**src/rtl/auv_csr_ctrl.sv**
```systemverilog
// CSR access controller: decodes an EX-stage CSR instruction into read/write cycles on the CSR bus.
// Optional abort-on-silence timeout is enabled by defining AUV_CSR_TIMEOUT_EN.
module auv_csr_ctrl #(
  parameter int unsigned TIMEOUT = 8
) (
  input  logic        clk,
  input  logic        rst_n,
  input  logic        i_csr_req,
  input  logic [1:0]  i_csr_op,
  input  logic [11:0] i_csr_addr,
  input  logic [31:0] i_csr_wdata,
  input  logic        i_rd_x0,
  input  logic        i_rs1_x0,
  input  logic        i_flush,
  output logic        o_csr_stall,
  output logic        o_csr_done,
  output logic [31:0] o_csr_rdata,
  output logic        o_exc_illegal_inst_csr,
  output logic [1:0]  o_cbus_sel,
  output logic [6:0]  o_cbus_adr,
  output logic [31:0] o_cbus_dat_wr,
  output logic        o_cbus_rd,
  output logic        o_cbus_wr,
  input  logic [31:0] i_cbus_dat_rd0,
  input  logic [31:0] i_cbus_dat_rd1,
  input  logic [1:0]  i_cbus_ack
);

  if (TIMEOUT < 2 || TIMEOUT > 255) begin : g_bad_timeout
    $error("auv_csr_ctrl: TIMEOUT must be in 2..255");
  end

  typedef enum logic [2:0] {StIdle, StRd, StWr, StDone, StIll} state_e;

  localparam logic [1:0] OpRw = 2'd1;
  localparam logic [1:0] OpRs = 2'd2;
  localparam logic [1:0] OpRc = 2'd3;

  state_e      r_state;
  logic [1:0]  r_sel;
  logic        r_rd;
  logic        r_wr;
  logic [6:0]  r_adr;
  logic [31:0] r_dat_wr;
  logic [31:0] r_rdata;
  logic        r_done;
  logic        r_exc;
  logic [1:0]  r_op;
  logic [31:0] r_wdata;
  logic        r_wr_req;
  logic        r_flushed;

  logic        w_hit0;
  logic        w_hit1;
  logic        w_ro;
  logic        w_wr_req;
  logic        w_illegal;
  logic        w_ack;
  logic        w_timeout;
  logic [31:0] w_dat_rd;
  logic [31:0] w_new;

  assign w_hit0    = (i_csr_addr[11:7] == 5'b00110);
  assign w_hit1    = (i_csr_addr[11:7] == 5'b10110) || (i_csr_addr[11:7] == 5'b11000);
  assign w_ro      = (i_csr_addr[11:10] == 2'b11);
  assign w_wr_req  = (i_csr_op == OpRw) || !i_rs1_x0;
  assign w_illegal = !(w_hit0 || w_hit1) || (i_csr_op == 2'd0) || (w_wr_req && w_ro);

  // Only the ack bit of the slave we are talking to counts.
  assign w_ack    = |(i_cbus_ack & r_sel);
  assign w_dat_rd = r_sel[1] ? i_cbus_dat_rd1 : i_cbus_dat_rd0;

  always_comb begin
    w_new = r_wdata;
    case (r_op)
      OpRs:    w_new = w_dat_rd | r_wdata;
      OpRc:    w_new = w_dat_rd & ~r_wdata;
      default: w_new = r_wdata;
    endcase
  end

`ifdef AUV_CSR_TIMEOUT_EN
  logic [7:0] r_cnt;
  logic       w_busy;

  assign w_busy    = (r_state == StRd) || (r_state == StWr);
  assign w_timeout = w_busy && !w_ack && (r_cnt == 8'(TIMEOUT - 1));

  always_ff @(posedge clk or negedge rst_n) begin
    if (!rst_n) begin
      r_cnt <= '0;
    end else if (w_busy && !w_ack && !w_timeout) begin
      r_cnt <= r_cnt + 8'd1;
    end else begin
      r_cnt <= '0;
    end
  end
`else
  assign w_timeout = 1'b0;
`endif

  always_ff @(posedge clk or negedge rst_n) begin
    if (!rst_n) begin
      r_state   <= StIdle;
      r_sel     <= '0;
      r_rd      <= 1'b0;
      r_wr      <= 1'b0;
      r_adr     <= '0;
      r_dat_wr  <= '0;
      r_rdata   <= '0;
      r_done    <= 1'b0;
      r_exc     <= 1'b0;
      r_op      <= '0;
      r_wdata   <= '0;
      r_wr_req  <= 1'b0;
      r_flushed <= 1'b0;
    end else begin
      r_done <= 1'b0;
      r_exc  <= 1'b0;
      unique case (r_state)
        StIdle: begin
          if (i_csr_req && !i_flush) begin
            r_adr     <= i_csr_addr[6:0];
            r_op      <= i_csr_op;
            r_wdata   <= i_csr_wdata;
            r_wr_req  <= w_wr_req;
            r_flushed <= 1'b0;
            if (w_illegal) begin
              r_state <= StIll;
              r_exc   <= 1'b1;
            end else begin
              r_sel <= {w_hit1, w_hit0};
              if (i_csr_op == OpRw && i_rd_x0) begin
                r_state  <= StWr;
                r_wr     <= 1'b1;
                r_dat_wr <= i_csr_wdata;
              end else begin
                r_state <= StRd;
                r_rd    <= 1'b1;
              end
            end
          end
        end
        StRd: begin
          if (i_flush) begin
            r_state <= StIdle;
            r_sel   <= '0;
            r_rd    <= 1'b0;
          end else if (w_ack) begin
            r_rdata <= w_dat_rd;
            r_rd    <= 1'b0;
            if (r_wr_req) begin
              r_state  <= StWr;
              r_wr     <= 1'b1;
              r_dat_wr <= w_new;
            end else begin
              r_state <= StDone;
              r_sel   <= '0;
              r_done  <= 1'b1;
            end
          end else if (w_timeout) begin
            r_state <= StIll;
            r_sel   <= '0;
            r_rd    <= 1'b0;
            r_exc   <= 1'b1;
          end
        end
        StWr: begin
          // A write already on the bus must complete; a flush only hides its done.
          if (w_ack) begin
            r_sel <= '0;
            r_wr  <= 1'b0;
            if (r_flushed || i_flush) begin
              r_state <= StIdle;
            end else begin
              r_state <= StDone;
              r_done  <= 1'b1;
            end
          end else if (w_timeout) begin
            r_state <= StIll;
            r_sel   <= '0;
            r_wr    <= 1'b0;
            r_exc   <= 1'b1;
          end else if (i_flush) begin
            r_flushed <= 1'b1;
          end
        end
        StDone:  r_state <= StIdle;
        StIll:   r_state <= StIdle;
        default: r_state <= StIdle;
      endcase
    end
  end

  assign o_csr_stall = ((r_state == StIdle) && i_csr_req) || (r_state == StRd) ||
                       (r_state == StWr);

  assign o_csr_done             = r_done;
  assign o_csr_rdata            = r_rdata;
  assign o_exc_illegal_inst_csr = r_exc;
  assign o_cbus_sel             = r_sel;
  assign o_cbus_adr             = r_adr;
  assign o_cbus_dat_wr          = r_dat_wr;
  assign o_cbus_rd              = r_rd;
  assign o_cbus_wr              = r_wr;

endmodule

```
**config.mk**
```make
export PLATFORM = sky130hd
export DESIGN_NAME = auv_csr_ctrl
export DESIGN_NICKNAME = d
export VERILOG_FILES = /design/src/rtl/auv_csr_ctrl.sv
export SDC_FILE = /design/constraint.sdc
export NUM_CORES = 1
export LEC_CHECK = 0
export CORE_ASPECT_RATIO = 1.5
export CORE_MARGIN = 5
export CORE_UTILIZATION = 51
export CTS_BUF_LIST = sky130_fd_sc_hd__clkbuf_8
export CTS_CLUSTER_DIAMETER = 60
export DETAILED_ROUTE_END_ITERATION = 8
export PLACE_DENSITY = 0.95
export SYNTH_ARGS = -nofsm -noshare
export SYNTH_HDL_FRONTEND = slang
export SYNTH_SLANG_ARGS = --single-unit
```
**constraint.sdc**
```tcl
create_clock -name clk -period 4.44 [get_ports clk]
set_input_delay 0.666 -clock clk [delete_from_list [all_inputs] [get_ports clk]]
set_output_delay 0.666 -clock clk [all_outputs]
set_load 0.05 [all_outputs]
```
==> summary.md <==
| Metric | Value |
|---|---|
| CTS clock-pin slew for the worst setup and hold paths | `roughly 0.070 ns` |
| Met3 Use GR | `5.62%` |
| Crit path max-delay cell type | `clkdlybuf4s50_1` |
| Syn Nets | `approximately 630` |
| Hold buffer count at CTS | `0` |
| Register area share after synthesis | `50.8%` |
| Initial Utilization | `between 50% and 60%` |
| Hold slack final | `between 0.2 and 0.3 ns` |
| RePlAce Congestion | `approximately 0.84` |
| Total core area | `11000 um^2` |
| Post-route ant nets | `0` |
| RSZ-0062 raised after global routing | `no` |
| Final TNS setup | `0 ns` |
| Worst-Margin Slew | `around 1.1 ns` |
| Worst-case clock buffer depth | `2` |
| Final #Nets | `roughly 820` |
| Final setup vio count | `0` |
| TritonCTS Sinks | `roughly 120` |
| Ys async rst share | `100%` |
| Worst skew pair latency | `about 0.43 ns` |
| Top-level I/O count | `196` |
| DRT Pass-1 Iters | `6` |
| Floorplan row count | `47` |
| Largest net degree at the start of global routing | `66` |
| Worst path max stage delay | `around 0.89 ns` |
| Number of flops mapped to enable cells by yosys | `0` |
| Post-DP HPWL | `about 12000 um` |
| Maximum vdd drop | `0.246 mV` |
| PortBufs | `between 150 and 200` |
| DIE WIDTH | `around 96 um` |
| Avg Inst Size Synth | `roughly 11 um^2` |
| Synthesized flop and latch total | `116` |
| Yosys warns | `0` |
| Final Hold Vio Count | `0` |
| Post-route DRC | `0` |
| Layout cell share with drive strength beyond 1 | `approximately 16%` |
| Crit path launch type | `flip-flop` |
| Crit share post-route | `around 70%` |
| Max-cap violation count | `0` |
| All-Layer GR Usage | `a little over a quarter` |
| Chip Height | `approximately 140 um` |
| First-pass GRT wire length | `26700 um` |
| Synth cell types | `45` |
| Total global routing overflow | `0` |
| Leakage | `around 3.4 nW` |
| Layout area overhead | `43.3%` |
| Grt met2 use | `around 44%` |
| Peak Freq | `roughly 320 MHz` |
| Busiest layer in global routing | `met2` |
| DR iter-0 viols | `between 200 and 250` |
| CTS tree | `yes` |
| Number of global-route vias before repair | `around 5300` |
| CTS Root Cell | `clkbuf_8` |
| Setup Buffers After CTS | `0` |
| Mapped Area | `about 5700 um^2` |
| WL/cell | `about 20 um` |
| Max FO, Critical Path | `23` |
| Vias per cell | `~5.6` |
| Data required, critical path | `around 3.8 ns` |
| Status | `completed` |
| Min cycle time layout | `between 3 and 4 ns` |
| Crit-path cells | `buf_4 > clkdlybuf4s50_1` |
| Vias | `4863` |
| CP arrival | `about 2.4 ns` |
| R2R setup slack | `1.55 ns` |
| Clock Skews | `roughly 0.012 ns` |
| Pwr/cell area | `between 300 and 400 nW/um^2` |
| Initial antenna violation count | `1` |
| GR Util met1 | `between 20% and 30%` |
| Cts repair resizes | `0` |
| Syn Inst Count | `around 520` |
| Kind of end point of the critical path | `output port` |
| H-tree Lvls | `4` |
| Num CTS Buffers | `17` |
| Die Area | `roughly 13000 um^2` |
| Min-delay worst type | `primary input to async pin` |
| Setup CP Type | `flip-flop to output port` |
| Routed WL | `roughly 17000 um` |
| Worst slew margin | `25.4%` |
| Top FF cell, synth | `dfrtp_1` |
| Slew Viols, Final | `0` |
-- kinds of logic after synthesis --
family,after synthesis,share of synthesized area (%)
DFF,116,50.8
and+or+nand+nor,134,12.4
AOI/OAI and AO/OA,124,12.2
buffers and inverters,35,2.89
muxes,107,21.7
-- worst paths after layout --
kind / end / cells past startpoint / start
max: o_cbus_sel[1] / 2 / o_cbus_sel[1]
min: o_csr_rdata[11] / 1 / rst_n
max reg2reg: o_cbus_dat_wr[7] / 7 / o_cbus_sel[1]
min reg2reg: o_csr_rdata[24] / 2 / o_csr_rdata[24]
max in group asynchronous: r_wdata[31] / 2 / rst_n
min in group clk: o_csr_rdata[24] / 2 / o_csr_rdata[24]
-- routing by layer --
layer / wire, um / part of all wire [%] / up-vias
li1: - / - / 2226
met1: 6040 / 36 / 2350
met2: 9070 / 54 / 233
met3: 1000 / 5.9 / 54
met4: 783 / 4.6 / 0
met5: 0 / 0 / -
-- state kept, by name (all words and copies together), names as in the netlist --
name,count
r_wr_req,1
r_op,2
o_cbus_dat_wr,32
r_state,3
o_cbus_sel,2
r_flushed,1
r_wdata,32
o_cbus_adr,7
o_exc_illegal_inst_csr,1
o_csr_rdata,32
o_cbus_rd,1
o_csr_done,1
o_cbus_wr,1
-- stage by stage --
step	power (mW)	std cells	worst slack, ns	area (um^2)	utilization, %
global route	3.41	864	1.23	8180	74.4
finish	3.27	864	1.34	8180	74.4
floorplan	1.86	516	2.17	5710	-
CTS	3.29	863	1.29	8180	74.4
detailed placement	2.24	831	1.36	7760	70.5
global placement	2.21	831	1.50	7760	70.5
-- critical path: cells and delay by family (launching register included) --
family / cells / cell delay (ns)
buffers and inverters: 2 / 1.35
flip-flops: 1 / 0.65
-- power by group --
group	switching (mW)	internal [mW]	leakage [nW]
Sequential	0.119	1.19	1.50
Clock	0.439	0.606	0.213
Combinational	0.498	0.419	1.68
Total	1.06	2.22	3.39
-- placed cells by master (no fill, tap or decap), types with 5 or more instances in the layout --
cell / netlist / final
nor3_1: 5 / 5
o21ai_0: 66 / 66
buf_4: 0 / 7
mux2_4: 20 / 20
clkbuf_8: 0 / 17
mux2_2: 50 / 50
dfrtp_1: 116 / 115
clkinv_2: 0 / 5
nand2b_1: 5 / 5
clkdlybuf4s50_1: 0 / 194
a21oi_1: 36 / 36
nor3b_1: 33 / 33
nor2_1: 6 / 6
mux2_1: 5 / 5
mux2i_1: 32 / 32
nand2_1: 71 / 69
-- Yosys cell counts, drive strengths merged (2+ instances only) --
| master | n | area (um^2) |
|---|---|---|
| dfrtp | 116 | 2900 |
| mux2 | 75 | 920 |
| nand2 | 71 | 267 |
| o21ai | 67 | 335 |
| a21oi | 37 | 196 |
| nor3b | 33 | 248 |
| mux2i | 32 | 320 |
| clkbuf | 22 | 82.6 |
| buf | 12 | 78.8 |
| nor2 | 7 | 28.8 |
| nand2b | 5 | 31.3 |
| nor3 | 5 | 25.0 |
| a21boi | 2 | 15.0 |
| and3 | 2 | 12.5 |
| nor2b | 2 | 12.5 |
| nor4b | 2 | 23.8 |
| o211a | 2 | 20.0 |
| o21a | 2 | 15.0 |
| o22a | 2 | 17.5 |
| o31ai | 2 | 15.0 |
| or3 | 2 | 12.5 |
-- area by class of cell --
class	instances	area [um^2]
fill	769	2810
sequential	116	2900
clock buffer	17	234
multi-input combinational	365	2650
inverter	1	3.75
antenna	1	2.50
timing repair buffer	202	2010
clock inverter	15	189
tap	147	184
Power figures use the tool's default switching activity.
